**config.mk**
```make
export PLATFORM = sky130hd
export DESIGN_NAME = pipe_stage_skid
export DESIGN_NICKNAME = d
export VERILOG_FILES = /design/src/rtl/pipe_stage_skid.sv
export SDC_FILE = /design/constraint.sdc
export NUM_CORES = 1
export LEC_CHECK = 0
export CELL_PAD_IN_SITES_DETAIL_PLACEMENT = 1
export CELL_PAD_IN_SITES_GLOBAL_PLACEMENT = 1
export CORE_ASPECT_RATIO = 1.75
export CORE_MARGIN = 4
export CORE_UTILIZATION = 32
export CTS_CLUSTER_DIAMETER = 60
export DETAILED_ROUTE_END_ITERATION = 7
export PLACE_DENSITY = 0.74
export SYNTH_ARGS = -nofsm -noshare
export SYNTH_HDL_FRONTEND = slang
export SYNTH_SLANG_ARGS = --single-unit
```
**constraint.sdc**
```tcl
create_clock -name clk_i -period 1.75 [get_ports clk_i]
set_input_delay 0.35 -clock clk_i [delete_from_list [all_inputs] [get_ports clk_i]]
set_output_delay 0.35 -clock clk_i [all_outputs]
set_load 0.01 [all_outputs]
```
**src/rtl/pipe_stage_skid.sv**
```systemverilog
// Two-entry valid/ready pipeline stage (main + skid register), 1-cycle latency.
// ready_o comes from registered state only; a second entry is absorbed while downstream stalls.
module pipe_stage_skid #(
  parameter int DATA_W = 128,
  parameter int CTRL_W = 8,
  parameter int CNT_W  = 16
) (
  input  logic              clk_i,
  input  logic              rst_i,
  input  logic              flush_i,
  input  logic              valid_i,
  output logic              ready_o,
  input  logic [CTRL_W-1:0] ctrl_i,
  input  logic [DATA_W-1:0] data_i,
  output logic              valid_o,
  input  logic              ready_i,
  output logic [CTRL_W-1:0] ctrl_o,
  output logic [DATA_W-1:0] data_o,
  output logic [1:0]        count_o,
  output logic [CNT_W-1:0]  stall_cnt_o
);

  typedef enum logic [1:0] {
    EMPTY = 2'd0,
    ONE   = 2'd1,
    TWO   = 2'd2
  } state_t;

  localparam logic [CNT_W-1:0] CNT_ONE = {{(CNT_W-1){1'b0}}, 1'b1};
  localparam logic [CNT_W-1:0] CNT_MAX = '1;

  state_t            state;
  state_t            state_nxt;
  logic [CTRL_W-1:0] main_ctrl;
  logic [DATA_W-1:0] main_data;
  logic [CTRL_W-1:0] skid_ctrl;
  logic [DATA_W-1:0] skid_data;
  logic [CNT_W-1:0]  stall_cnt;
  logic              accept;
  logic              pop;
  logic              main_ld_in;
  logic              main_ld_skid;
  logic              skid_ld;

  assign ready_o     = (state != TWO);
  assign valid_o     = (state != EMPTY);
  assign accept      = valid_i && ready_o;
  assign pop         = valid_o && ready_i;
  assign ctrl_o      = valid_o ? main_ctrl : '0;
  assign data_o      = main_data;
  assign stall_cnt_o = stall_cnt;

  always_comb begin
    count_o = 2'd0;
    case (state)
      ONE:     count_o = 2'd1;
      TWO:     count_o = 2'd2;
      default: count_o = 2'd0;
    endcase
  end

  always_comb begin
    state_nxt    = state;
    main_ld_in   = 1'b0;
    main_ld_skid = 1'b0;
    skid_ld      = 1'b0;
    if (flush_i) begin
      // Flush drops everything; register contents stay so data_o keeps its last value.
      state_nxt = EMPTY;
    end else begin
      case (state)
        EMPTY: begin
          if (accept) begin
            main_ld_in = 1'b1;
            state_nxt  = ONE;
          end
        end
        ONE: begin
          if (accept && pop) begin
            main_ld_in = 1'b1;
          end else if (accept) begin
            skid_ld   = 1'b1;
            state_nxt = TWO;
          end else if (pop) begin
            state_nxt = EMPTY;
          end
        end
        TWO: begin
          if (pop) begin
            main_ld_skid = 1'b1;
            state_nxt    = ONE;
          end
        end
        default: state_nxt = EMPTY;
      endcase
    end
  end

  always_ff @(posedge clk_i) begin
    if (rst_i) begin
      state     <= EMPTY;
      main_ctrl <= '0;
      main_data <= '0;
      skid_ctrl <= '0;
      skid_data <= '0;
      stall_cnt <= '0;
    end else begin
      state <= state_nxt;
      if (main_ld_in) begin
        main_ctrl <= ctrl_i;
        main_data <= data_i;
      end else if (main_ld_skid) begin
        main_ctrl <= skid_ctrl;
        main_data <= skid_data;
      end
      if (skid_ld) begin
        skid_ctrl <= ctrl_i;
        skid_data <= data_i;
      end
      // Back-pressure counter survives flush and sticks at its maximum.
      if (valid_o && !ready_i && (stall_cnt != CNT_MAX)) begin
        stall_cnt <= stall_cnt + CNT_ONE;
      end
    end
  end

endmodule

```
==> results.sh <==
export IMPL_max_transition_margin=0.687
export IMPL_boundaryPins=297
export IMPL_die_x_extent_um=148
export IMPL_dieArea_sq_mm=0.0372
export IMPL_rsz0062_at_grt="true"
export IMPL_achievable_frequency_mhz=550
export IMPL_antenna_viol_nets_final=0
export IMPL_synthDominantCellAreaShare=0.532
export IMPL_worst_setup_path_startpoint="state[1]"
export IMPL_die_height_um=252
export IMPL_hpwlAfterDp_um=27100
export IMPL_detailroute_via_count=10800
export IMPL_mappedNetlistArea_sq_mm=0.0109
export IMPL_syn_nets=1469
export IMPL_gr_usage_met1=0.219
export IMPL_area_growth_pct=45.8
export IMPL_vdd_ir_drop_max_uv=632
export IMPL_rrSetupSlack_ns=0.03
export IMPL_fin_skew_ns=0.0199
export IMPL_placedCellCount=2047
export IMPL_layout_drive_gt1_share=0.109
export IMPL_avgViaCountPerCell=5.10
export IMPL_power_frac_comb=0.099
export IMPL_crit_reg_reg_startpoint="state[1]"
export IMPL_synth_top_cell_by_area="sky130_fd_sc_hd__dfxtp_1"
export IMPL_cpMostUsedCell="sky130_fd_sc_hd__buf_6"
export IMPL_clock_tree_htree_level_count=1
export IMPL_core_area_sq_mm=0.0337
export IMPL_drc_errors=0
export IMPL_cts_sinks=290
export IMPL_portBuffers=296
export IMPL_grt_pass1_wl_um=61000
export IMPL_worstRegToRegCells=6
export IMPL_timing_final_crit_share=1.04
export IMPL_hold_path_class="input port to register"
export IMPL_gp_routability_congestion=0.784
export IMPL_outcome="finished with violations"
export IMPL_final_period_minus_worst_setup_slack_ns=1.82
export IMPL_p_per_area_mw_per_mm2=906
export IMPL_timing_critical_path_required_ns=1.40
export IMPL_tritoncts="built"
export IMPL_pwr_share_seq=0.477
export IMPL_global_route_peak_usage_layer="met2"
export IMPL_power_net_switching_w=0.00347
export IMPL_slew_viol_final=0
export IMPL_worst_slew_pin_transition_ns=0.466
export IMPL_postSynthCellCount=1327
export IMPL_critPathKind="register to primary output"
export IMPL_start_util=0.324
export IMPL_grt_overflow_total=0
export IMPL_worstReg2RegEnd="stall_cnt_o[11]"
export IMPL_clk_transition_reported_paths_ns=0.07
export IMPL_critical_path_sink="ctrl_o[7]"
export IMPL_power_leakage_nw=6.11
export IMPL_drtIter0Drc=417
export IMPL_synth_warnings=0
export IMPL_clockBufferDepth=3
export IMPL_violated_checks="negative setup slack"
export IMPL_final_instance_count_excl_fill=2114
export IMPL_detailedRoute_firstPassIterationCount=6
export IMPL_grt_met2_use=0.381
export IMPL_yosysMostFrequentCell="sky130_fd_sc_hd__nand2_1"
export IMPL_synth_commonest_cells="418 x sky130_fd_sc_hd__nand2_1, 290 x sky130_fd_sc_hd__dfxtp_1, 282 x sky130_fd_sc_hd__a21oi_1"
export IMPL_cp_end_kind="primary output"
export IMPL_detail_route_wirelength_um=39900
export IMPL_clock_root_buffer_master="sky130_fd_sc_hd__clkbuf_16"
export IMPL_globalRouteMet3Util=0.0325
export IMPL_cellInternalPower_w=0.0109
export IMPL_fin_hold_ws_ns=0.259
export IMPL_gr_usage_all_layers=0.201
export IMPL_worst_setup_path_start_kind="register"
export IMPL_clk_latency_ns=0.55
export IMPL_synth_top_cells_by_area="sky130_fd_sc_hd__dfxtp_1 53%, sky130_fd_sc_hd__nand2_1 14%, sky130_fd_sc_hd__a21oi_1 13%"
export IMPL_hold_viol_final=0
export IMPL_clock_network_fraction_of_design_power=0.424
export IMPL_post_route_cell_area_sq_mm=0.0159
export IMPL_grt_antenna_before_repair=6
export IMPL_number_of_endpoints_failing_setup_at_the_final_stage=5
export IMPL_synth_sequential_area_ratio=0.532
export IMPL_dpl_instance_area_sq_mm=0.0149
export IMPL_critical_path_max_fanout=3
export IMPL_cts_hold_buffers=0
export IMPL_syn_mean_instance_area_sq_um=8.23
export IMPL_placementRows=89
export IMPL_worst_path_largest_cell_delay_ns=0.36
export IMPL_synth_main_ff_cell="sky130_fd_sc_hd__dfxtp_1"
export IMPL_ys_ff_latch=290
export IMPL_count_of_flip_flops_with_a_built_in_enable_after_synthesis=0
export IMPL_crit_chain="buf_6, nor2_4, buf_6, nor2b_1, buf_2"
export IMPL_numCtsBuffers=28
export IMPL_grt_pass1_vias=11200
export IMPL_setup_slack_ns=-0.0691
export IMPL_synth_lib_cells_used_distinct=41
export IMPL_cp_slowest_cell="sky130_fd_sc_hd__dfxtp_4"
export IMPL_post_drt_wl_per_cell_um=18.9
export IMPL_design_final_nets=1774
export IMPL_ys_async_sr_fraction=0
export IMPL_signal_arrival_time_at_the_worst_endpoint_ns=1.47
export IMPL_largest_net_degree_at_the_start_of_global_routing=74
export IMPL_net_switching_share_of_the_total_power=0.241
export IMPL_timing_max_cap_violations=0
## timing repair
item | in CTS | in global routing
setup endpoints to repair | 158 | 40
pin swaps | 2 | 3
hold endpoints to repair | 0 | 0
gates resized for setup | 209 | 26
setup buffers | 4 | 1
gates cloned | 1 | 4
## worst max-delay path: cells and delay by family, from the launching register on
family,cells,cell delay [ns]
flip-flops,1,0.36
AND/OR/NAND/NOR,2,0.17
buffers and inverters,3,0.38
## final cells by class
class	count	area, sq um
Tap cell	455	569
Timing Repair Buffer	383	3850
Multi-Input combinational cell	925	4740
Sequential cell	290	5810
Antenna cell	6	15.0
Clock inverter	10	86.3
Clock buffer	41	831
Inverter	4	15.0
Fill cell	3964	17800
## registers in the layout, summed over array words and instances (netlist names)
register	flops
data_o	128
skid_data	128
stall_cnt_o	16
main_ctrl	8
skid_ctrl	8
state	2
## worst min path at each step
stage	slack, ns	cells past startpoint	start	end
after global placement	0.44	2	data_o[74]	data_o[74]
after CTS	0.24	2	rst_i	main_ctrl[6]
after global routing	0.26	2	rst_i	main_ctrl[6]
final	0.26	2	rst_i	skid_data[104]
after detailed placement	0.45	2	data_o[68]	data_o[68]
after floorplan	0.43	1	flush_i	state[0]
## through the flow
stage                     total power (W)   util  setup TNS [ns]  worst slack (ns)
after floorplan                   0.00753      -               0            0.0809
after global placement            0.00848  0.443          -63.80            -0.349
after detailed placement          0.00851  0.443          -79.33            -0.367
after CTS                          0.0146  0.466          -0.421           -0.0934
after global routing               0.0150  0.472          -0.909            -0.134
final                              0.0144  0.472          -0.244           -0.0691
## kinds of logic (layout without fill, tap and decap cells)
family	Yosys count	in the layout	share of synthesized area
compound gates	436	436	0.237
fa+ha+maj	1	1	0.00115
buf+inv	113	438	0.0441
flops	290	290	0.532
mux	8	8	0.00802
other cells	0	6	0
simple gates	479	480	0.178
## layout by cell type, fill, tap and decap left out, types with 3 or more instances in the layout
| cell type | instances |
|---|---|
| sky130_fd_sc_hd__and4_1 | 3 |
| sky130_fd_sc_hd__buf_6 | 11 |
| sky130_fd_sc_hd__o31ai_1 | 3 |
| sky130_fd_sc_hd__nand3_1 | 6 |
| sky130_fd_sc_hd__nor3_1 | 5 |
| sky130_fd_sc_hd__diode_2 | 6 |
| sky130_fd_sc_hd__clkinv_2 | 6 |
| sky130_fd_sc_hd__clkdlybuf4s15_1 | 4 |
| sky130_fd_sc_hd__mux2_2 | 6 |
| sky130_fd_sc_hd__buf_2 | 8 |
| sky130_fd_sc_hd__nor2b_1 | 13 |
| sky130_fd_sc_hd__a21oi_1 | 281 |
| sky130_fd_sc_hd__a22oi_1 | 136 |
| sky130_fd_sc_hd__clkbuf_8 | 7 |
| sky130_fd_sc_hd__dlygate4sd2_1 | 138 |
| sky130_fd_sc_hd__nand2_1 | 417 |
| sky130_fd_sc_hd__clkbuf_2 | 3 |
| sky130_fd_sc_hd__clkbuf_16 | 33 |
| sky130_fd_sc_hd__or4_1 | 3 |
| sky130_fd_sc_hd__clkdlybuf4s50_1 | 139 |
| sky130_fd_sc_hd__nor2_1 | 6 |
| sky130_fd_sc_hd__buf_4 | 47 |
| sky130_fd_sc_hd__clkbuf_1 | 6 |
| sky130_fd_sc_hd__buf_12 | 28 |
| sky130_fd_sc_hd__dfxtp_1 | 287 |
## metal layers
| metal | up-vias | part of all wire |
|---|---|---|
| li1 | 5180 | - |
| met1 | 5242 | 0.37 |
| met2 | 274 | 0.55 |
| met3 | 78 | 0.046 |
| met4 | 0 | 0.037 |
| met5 | - | 0 |
## power groups by stage
stage               clock network [W]  registers, W  logic [W]
floorplan                           0       0.00707   0.000459
CTS                           0.00630       0.00688    0.00140
global placement                    0       0.00703    0.00145
detailed placement                  0       0.00703    0.00147
finish                        0.00611       0.00688    0.00143
global route                  0.00657       0.00689    0.00155
Note: power is estimated with default switching activity, not from simulation.
